File: src/rtl/attack_pattern_scheduler.sv
// Enemy-turn sequencer: PICK -> WARN -> ACTIVE (timed spawns) -> COOLDOWN.
// Optional macro ATTACK_REPEAT_GUARD_EN avoids picking the same pattern twice in a row.
module attack_pattern_scheduler #(
    parameter int TICK_DIV       = 833333,
    parameter int WARN_TICKS     = 30,
    parameter int ATTACK_TICKS   = 240,
    parameter int SPAWN_PERIOD   = 20,
    parameter int COOLDOWN_TICKS = 60
) (
    input  logic       CLOCK_50,
    input  logic       resetn,
    input  logic [1:0] random_num,
    input  logic       start,
    input  logic       abort,
    output logic [1:0] pattern,
    output logic       warn,
    output logic       active,
    output logic       spawn,
    output logic [1:0] spawn_lane,
    output logic       busy,
    output logic       turn_done
);

    localparam int MAXT_A = (WARN_TICKS > ATTACK_TICKS) ? WARN_TICKS : ATTACK_TICKS;
    localparam int MAXT   = (MAXT_A > COOLDOWN_TICKS) ? MAXT_A : COOLDOWN_TICKS;
    localparam int CW     = $clog2(TICK_DIV);
    localparam int TW     = (MAXT > 0) ? $clog2(MAXT + 1) : 1;
    localparam int SW     = (SPAWN_PERIOD > 1) ? $clog2(SPAWN_PERIOD) : 1;

    typedef enum logic [2:0] {
        IDLE,
        PICK,
        WARN,
        ACTIVE,
        COOLDOWN
    } state_t;

    state_t        state;
    logic [CW-1:0] cyc;
    logic [TW-1:0] tick;
    logic [SW-1:0] sp_cnt;

    logic          wrap;
    logic [CW-1:0] cyc_nxt;
    logic [TW-1:0] tick_nxt;
    logic [SW-1:0] sp_nxt;
    logic          sp_last;
    logic          warn_end;
    logic          act_end;
    logic          cd_end;
    logic [1:0]    pick;

`ifdef ATTACK_REPEAT_GUARD_EN
    logic [1:0] last_pat;
    logic       hist_vld;
`endif

    always_comb begin
        wrap     = (cyc == CW'(TICK_DIV - 1));
        cyc_nxt  = wrap ? '0 : cyc + 1'b1;
        tick_nxt = tick;
        if (wrap && tick != TW'(MAXT))
            tick_nxt = tick + 1'b1;
        sp_last  = (sp_cnt == SW'(SPAWN_PERIOD - 1));
        sp_nxt   = sp_cnt;
        if (wrap)
            sp_nxt = sp_last ? '0 : sp_cnt + 1'b1;
        // A zero-tick state still occupies one cycle
        warn_end = (WARN_TICKS == 0) ||
                   (wrap && tick == TW'(WARN_TICKS - 1));
        act_end  = (ATTACK_TICKS == 0) ||
                   (wrap && tick == TW'(ATTACK_TICKS - 1));
        cd_end   = (COOLDOWN_TICKS == 0) ||
                   (wrap && tick == TW'(COOLDOWN_TICKS - 1));
`ifdef ATTACK_REPEAT_GUARD_EN
        pick = (hist_vld && random_num == last_pat) ?
               random_num + 2'd1 : random_num;
`else
        pick = random_num;
`endif
    end

    always_ff @(posedge CLOCK_50 or negedge resetn) begin
        if (!resetn) begin
            state      <= IDLE;
            cyc        <= '0;
            tick       <= '0;
            sp_cnt     <= '0;
            pattern    <= '0;
            spawn_lane <= '0;
            warn       <= 1'b0;
            active     <= 1'b0;
            spawn      <= 1'b0;
            busy       <= 1'b0;
            turn_done  <= 1'b0;
`ifdef ATTACK_REPEAT_GUARD_EN
            last_pat   <= '0;
            hist_vld   <= 1'b0;
`endif
        end else begin
            spawn     <= 1'b0;
            turn_done <= 1'b0;
            if (state != IDLE && abort) begin
                state  <= IDLE;
                cyc    <= '0;
                tick   <= '0;
                sp_cnt <= '0;
                warn   <= 1'b0;
                active <= 1'b0;
                busy   <= 1'b0;
            end else begin
                unique case (state)
                    IDLE: begin
                        if (start && !abort) begin
                            state <= PICK;
                            busy  <= 1'b1;
                        end
                    end
                    PICK: begin
                        pattern <= pick;
`ifdef ATTACK_REPEAT_GUARD_EN
                        last_pat <= pick;
                        hist_vld <= 1'b1;
`endif
                        cyc    <= '0;
                        tick   <= '0;
                        sp_cnt <= '0;
                        state  <= WARN;
                        warn   <= 1'b1;
                    end
                    WARN: begin
                        if (warn_end) begin
                            state  <= ACTIVE;
                            warn   <= 1'b0;
                            active <= 1'b1;
                            cyc    <= '0;
                            tick   <= '0;
                            sp_cnt <= '0;
                            // Tick 0 of ACTIVE always carries a spawn
                            if (ATTACK_TICKS > 0) begin
                                spawn      <= 1'b1;
                                spawn_lane <= random_num;
                            end
                        end else begin
                            cyc  <= cyc_nxt;
                            tick <= tick_nxt;
                        end
                    end
                    ACTIVE: begin
                        if (act_end) begin
                            state  <= COOLDOWN;
                            active <= 1'b0;
                            cyc    <= '0;
                            tick   <= '0;
                            sp_cnt <= '0;
                        end else begin
                            cyc    <= cyc_nxt;
                            tick   <= tick_nxt;
                            sp_cnt <= sp_nxt;
                            if (wrap && sp_last) begin
                                spawn      <= 1'b1;
                                spawn_lane <= random_num;
                            end
                        end
                    end
                    COOLDOWN: begin
                        if (cd_end) begin
                            state     <= IDLE;
                            busy      <= 1'b0;
                            turn_done <= 1'b1;
                            cyc       <= '0;
                            tick      <= '0;
                        end else begin
                            cyc  <= cyc_nxt;
                            tick <= tick_nxt;
                        end
                    end
                    default: begin
                        state <= IDLE;
                        busy  <= 1'b0;
                    end
                endcase
            end
        end
    end

endmodule

File: config.mk
export PLATFORM = sky130hd
export DESIGN_NAME = attack_pattern_scheduler
export DESIGN_NICKNAME = d
export VERILOG_FILES = /design/src/rtl/attack_pattern_scheduler.sv
export SDC_FILE = /design/constraint.sdc
export NUM_CORES = 1
export LEC_CHECK = 0
export ABC_AREA = 1
export BUFFER_PORTS_ARGS = -buffer_cell sky130_fd_sc_hd__buf_2
export CAP_MARGIN = 20
export CORE_MARGIN = 3
export CORE_UTILIZATION = 55
export DETAILED_ROUTE_END_ITERATION = 8
export PLACE_DENSITY = 0.76
export SLEW_MARGIN = 10
export SYNTH_ARGS = -nofsm -noshare
export SYNTH_HDL_FRONTEND = slang
export SYNTH_SLANG_ARGS = --single-unit
File: constraint.sdc
create_clock -name CLOCK_50 -period 2.2 [get_ports CLOCK_50]
set_input_delay 0.44 -clock CLOCK_50 [delete_from_list [all_inputs] [get_ports CLOCK_50]]
set_output_delay 0.44 -clock CLOCK_50 [all_outputs]
set_load 0.01 [all_outputs]
# == Word level (Yosys, flattened, before mapping) ==
# Index checks and enable logic that the tools add are counted.
# Widths: inputs -> output; s select.
# word_totals
ff_bits,45
romBits,0
memories,0
ramBits,0
latch_bits,0
# op_classes
reduce_logical,23
shift,0
bitwise,1
mul,0
addsub,3
n_lt_le_gt_ge,0
n_eq_ne,19
n_div,0
n_mux,47
# ops
operator,n
$mux 20,5
$pmux 20 s4,1
$mux 8,5
$pmux 8 s4,1
$mux 5,5
$add 20x1->20 const B,1
$eq 20x20->1 const B,1
$mux 1,15
$mux 3,5
$pmux 3 s5,1
$pmux 5 s3,1
$ne 3x3->1 const B,4
$reduce_and 3->1,3
$reduce_bool 3->1,3
$add 8x1->8 const B,1
$eq 8x5->1 const B,1
$eq 8x6->1 const B,1
$eq 8x8->1 const B,1
$ne 8x8->1 const B,1
$logic_and 1x1->1,7
$eq 3x2->1 const B,2
$mux 2,3
$ne 2x2->1 const B,3
$pmux 1 s2,3
other kinds (18),19

# == Depth between registers and ports, before layout ==
# logic_depth
depth_word,6
depth_mapped,12

# == Least setup slack after synthesis ==
# OpenSTA, ideal clock, no wires.
# synth_timing
kind,reg-to-reg
start,reg cyc[0]
end,reg tick[0]
stages_incl_launch_ff,12
setup_ns,0.129
required_ns,2.071
arrival_ns,1.471
setup_slack_ns,0.601
cell_sequence,dfrtp_1 > inv_1 > ha_1 > nand2_1 > nor2_1 > nand3_1 > nor2_2 > nand2_1 > nand2_1 > nand3_1 > nand2_1 > a21oi_1
# synth_via
elab_chain_cells,6
elab_cells_between_ends,11
cone_classes,eq/ne: 1; mux: 6; reduce/logical: 4
# synth_rtl
element,line_no,text
from (decl),39,logic [CW-1:0] cyc;
from (signal assigned),145,cyc <= cyc_nxt;
from (signal assigned),157,cyc <= cyc_nxt;
from (signal assigned),174,cyc <= cyc_nxt;
$eq 20x20->1 (*),59,wrap = (cyc == CW'(TICK_DIV - 1));
$logic_and 1x1->1,62,if (wrap && tick != TW'(MAXT))
$mux 8,62,
$mux 8 (on tied branches),"167, 132, 150",
$pmux 8 s4 (*),112,unique case (state)
$mux 8 (*),103,if (state != IDLE && abort) begin
to (signal assigned),146,tick <= tick_nxt;
to (signal assigned),158,tick <= tick_nxt;
to (signal assigned),175,tick <= tick_nxt;
to (decl),40,logic [TW-1:0] tick;
# Every way passes the cells marked *; elsewhere a longest branch is shown, timed or not.
# A chain may end at the register's enable or synchronous reset.

# == Worst setup path in the final report ==
# layout_timing
start,reg cyc[0]
end,reg tick[7]
# The elaborated chain is that of the path after synthesis.

==> results.sh <==
export IMPL_timing_critical_path_from_type="flip-flop"
export IMPL_yosys_register_bits=45
export IMPL_clkPwrFrac_pct=19.0
export IMPL_multi_input_area_mm2=0.00158
export IMPL_critical_path_top_delay_family="simple AND/OR/NAND/NOR gates"
export IMPL_synthesis_nets=417
export IMPL_drt_wl_total_um=6590
export IMPL_syn_instance_count=405
export IMPL_slowest_delay_ps=430
export IMPL_critical_path_slowest_cell="sky130_fd_sc_hd__dfrtp_1"
export IMPL_chipWidth_um=78.9
export IMPL_seq_power_share_pct=38.4
export IMPL_synth_compound_area_share_pct=8.70
export IMPL_floorplan_io_pins=15
export IMPL_timing_max_cap_violations=0
export IMPL_cellInternalPower_mw=1.49
export IMPL_cts_resized=0
export IMPL_drt_pre_antenna_iters=5
export IMPL_cts_buffer_depth=2
export IMPL_post_synth_fa_ha_maj_area_fraction_pct=2.57
export IMPL_grt_remaining_overflow=0
export IMPL_areaGrowthSynthToFinish_pct=9.17
export IMPL_wl_per_cell_um=13.3
export IMPL_dpl_cell_area_mm2=0.00311
export IMPL_timing_setup_tns_ps=0
export IMPL_netlist_area_leader_share_pct=38.6
export IMPL_cts_hold_buf=0
export IMPL_cts_htree_levels=2
export IMPL_track_usage_pct=23.4
export IMPL_first_global_vias=2560
export IMPL_synthSimpleGateAreaFrac_pct=40.4
export IMPL_muxShareOfSynthArea_pct=0.772
export IMPL_clock_skew_final_ps=11.6
export IMPL_first_iter_violations=304
export IMPL_post_synth_top_area_cell="sky130_fd_sc_hd__dfrtp_1"
export IMPL_timing_critical_path_required_ps=2370
export IMPL_synth_area_top_cells="sky130_fd_sc_hd__dfrtp_1 39%, sky130_fd_sc_hd__nand2_1 14%, sky130_fd_sc_hd__nand3_1 6.3%, sky130_fd_sc_hd__inv_1 6.2%, sky130_fd_sc_hd__nor2_1 5.4%"
export IMPL_cts_root_buffer_cell="sky130_fd_sc_hd__clkbuf_8"
export IMPL_insertion_delay_ps=300
export IMPL_power_share_combinational_pct=42.6
export IMPL_cell_area_power_density_mw_per_mm2=827
export IMPL_fill_cell_instance_count_of_the_final_layout=429
export IMPL_post_place_cells=489
export IMPL_cts_tree="done"
export IMPL_rsz0062_at_grt="no"
export IMPL_max_freq_mhz=515
export IMPL_worst_setup_path_type="flip-flop to flip-flop"
export IMPL_power_switching_share_pct=43.6
export IMPL_syn_avg_cell_area_um2=7.21
export IMPL_synth_seq_area_share_pct=38.6
export IMPL_final_hold_viol_count=0
export IMPL_finalNetCount=441
export IMPL_via_count=2790
export IMPL_via_per_inst=5.61
export IMPL_port_buffer_count=14
export IMPL_switching_power_mw=1.15
export IMPL_final_period_utilization_pct=88.2
export IMPL_dpl_hpwl_um=4980
export IMPL_synth_xor_xnor_area_share_pct=1.50
export IMPL_netlist_cell_type_count=38
export IMPL_static_leakage_power_nw=1.48
export IMPL_worst_setup_hold_path_clk_slew_ps=90
export IMPL_rows=25
export IMPL_synthesis_yosys_warnings=0
export IMPL_cts_setup_buffers=0
export IMPL_finish_cell_count_without_fillers=497
export IMPL_clock_sinks=45
export IMPL_die_h_um=78.9
export IMPL_hold_class="input pin to asynchronous set/reset pin"
export IMPL_layout_cells_most_common_list="107 x sky130_fd_sc_hd__nand2_1, 48 x sky130_fd_sc_hd__inv_1, 45 x sky130_fd_sc_hd__dfrtp_1"
export IMPL_holdWs_ps=94.9
export IMPL_initial_core_util_pct=59.4
export IMPL_report_final_setup_viol=0
export IMPL_irDropWorstVdd_uv=425
export IMPL_final_max_slew_violation_count=0
export IMPL_numCtsBuffers=5
export IMPL_grt_max_degree=29
export IMPL_netlist_area_mm2=0.00292
export IMPL_max_slew_worst_pin_slew_ps=503
export IMPL_path_max_fanout=7
export IMPL_cp_num_cells=11
export IMPL_final_common_cell="sky130_fd_sc_hd__nand2_1"
export IMPL_grt_antenna_before_repair=0
export IMPL_endpoint_kind="flip-flop"
export IMPL_maxSlewHeadroom_pct=66.4
export IMPL_die_area_mm2=0.00622
export IMPL_layout_cell_area_non_filler_mm2=0.00319
export IMPL_core_area_mm2=0.00491
export IMPL_grt_first_pass_wirelength_um=11800
export IMPL_bufs_and_invs_on_worst_path=1
export IMPL_run_status="finished, final reports clean"
export IMPL_antenna_left=0
export IMPL_post_route_cells_drive_above_1_share_pct=13.3
export IMPL_area_sequential_mm2=0.00113
export IMPL_worst_endpoint_arrival_ps=2110
export IMPL_finalWorstPathRequiredPeriod_ps=1940
export IMPL_synth_top_family_by_area="simple AND/OR/NAND/NOR gates"
export IMPL_crit_top_cell="sky130_fd_sc_hd__nand2_1"
export IMPL_antennaDiodeCount=0
export IMPL_detail_route_drc_violations=0
export IMPL_worstRegToRegCells=11
export IMPL_globalplace_congestion=0.941
export IMPL_crit_path_cell_trace="inv_1 > ha_1 > nand2_1 > nor2_1 > nand3_1 > nor2_2 > nand2_1 > nand2_1 > nand3_1 > nand2_1 > a21oi_1"
==> area by class of cell <==
class	instances	area share (%)
Timing Repair Buffer	19	3.77
Inverter	53	6.32
Tap cell	67	2.63
Sequential cell	45	35.3
Clock buffer	8	2.51
Multi-Input combinational cell	305	49.4
==> cell families after synthesis <==
family	Yosys count
adder cells (fa/ha/maj)	6
flip-flops	45
multiplexers	2
AND/OR/NAND/NOR	246
AO/OA/AOI/OAI	46
buffers and inverters	55
XOR/XNOR	5
==> metrics by stage <==
step	utilization, %	setup slack [ps]	power (mW)
2_1_floorplan	-	601	1.86
3_3_place_gp	63.3	332	2.11
3_5_place_dp	63.3	297	2.13
4_1_cts	64.9	283	2.63
5_1_grt	64.9	102	2.83
6_report	64.9	260	2.64
==> power groups by stage <==
stage | logic (mW) | clock network [mW] | registers (mW)
2_1_floorplan | 0.813 | 0 | 1.05
3_3_place_gp | 1.09 | 0 | 1.02
4_1_cts | 1.12 | 0.510 | 1.01
3_5_place_dp | 1.11 | 0 | 1.03
6_report | 1.12 | 0.501 | 1.01
5_1_grt | 1.25 | 0.554 | 1.02
==> synthesized netlist by cell type <==
cell type,n
sky130_fd_sc_hd__nor4_1,1
sky130_fd_sc_hd__a31oi_1,1
sky130_fd_sc_hd__inv_2,3
sky130_fd_sc_hd__nand3_2,2
sky130_fd_sc_hd__a21oi_2,1
sky130_fd_sc_hd__inv_1,48
sky130_fd_sc_hd__a21o_1,1
sky130_fd_sc_hd__o311ai_0,1
sky130_fd_sc_hd__nor2_1,42
sky130_fd_sc_hd__nor2_2,8
sky130_fd_sc_hd__nor3_4,1
sky130_fd_sc_hd__o21ai_0,5
sky130_fd_sc_hd__o211ai_1,1
sky130_fd_sc_hd__nand2_4,2
sky130_fd_sc_hd__and2_1,1
sky130_fd_sc_hd__nor3_2,5
sky130_fd_sc_hd__nand2_8,1
sky130_fd_sc_hd__buf_6,1
sky130_fd_sc_hd__a211oi_2,1
sky130_fd_sc_hd__clkinv_1,1
sky130_fd_sc_hd__and3_1,2
sky130_fd_sc_hd__nand2_2,3
sky130_fd_sc_hd__nor2_4,3
sky130_fd_sc_hd__nand3_1,37
sky130_fd_sc_hd__xnor2_1,3
sky130_fd_sc_hd__o21ai_1,12
sky130_fd_sc_hd__nand2_1,107
sky130_fd_sc_hd__buf_2,1
sky130_fd_sc_hd__nor3b_1,2
sky130_fd_sc_hd__xor2_1,2
sky130_fd_sc_hd__mux2_2,2
sky130_fd_sc_hd__ha_1,6
sky130_fd_sc_hd__dfrtp_1,45
sky130_fd_sc_hd__a21oi_1,22
sky130_fd_sc_hd__nor3_1,14
sky130_fd_sc_hd__o31ai_1,1
sky130_fd_sc_hd__inv_4,1
sky130_fd_sc_hd__nand4_1,15
==> path summary, 6_finish.rpt <==
check / start / endpoint / slack (ps)
worst max register to register: cyc[0] / tick[7] / 260
worst min register to register: warn / warn / 470
max in group asynchronous: resetn / pattern[0] / 1600
min in group CLOCK_50: random_num[1] / spawn_lane[1] / 390
worst min-delay path: resetn / sp_cnt[3] / 90
worst max-delay path: cyc[0] / tick[7] / 260
==> layer usage <==
metal  global-route usage, %  vias to the layer above  part of all wire (%)
li1                        -                     1385                     -
met3                    4.08                       13                   5.9
met4                    5.67                        0                   1.2
met2                    37.0                       91                    45
met1                    33.6                     1301                    47
met5                       0                        -                     0
==> state kept, by name, summed over array words and instances (netlist names) <==
name / cells
spawn: 1
tick: 8
warn: 1
sp_cnt: 5
cyc: 20
spawn_lane: 2
active: 1
pattern: 2
turn_done: 1
busy: 1
state: 3
Power figures use the tool's default switching activity.
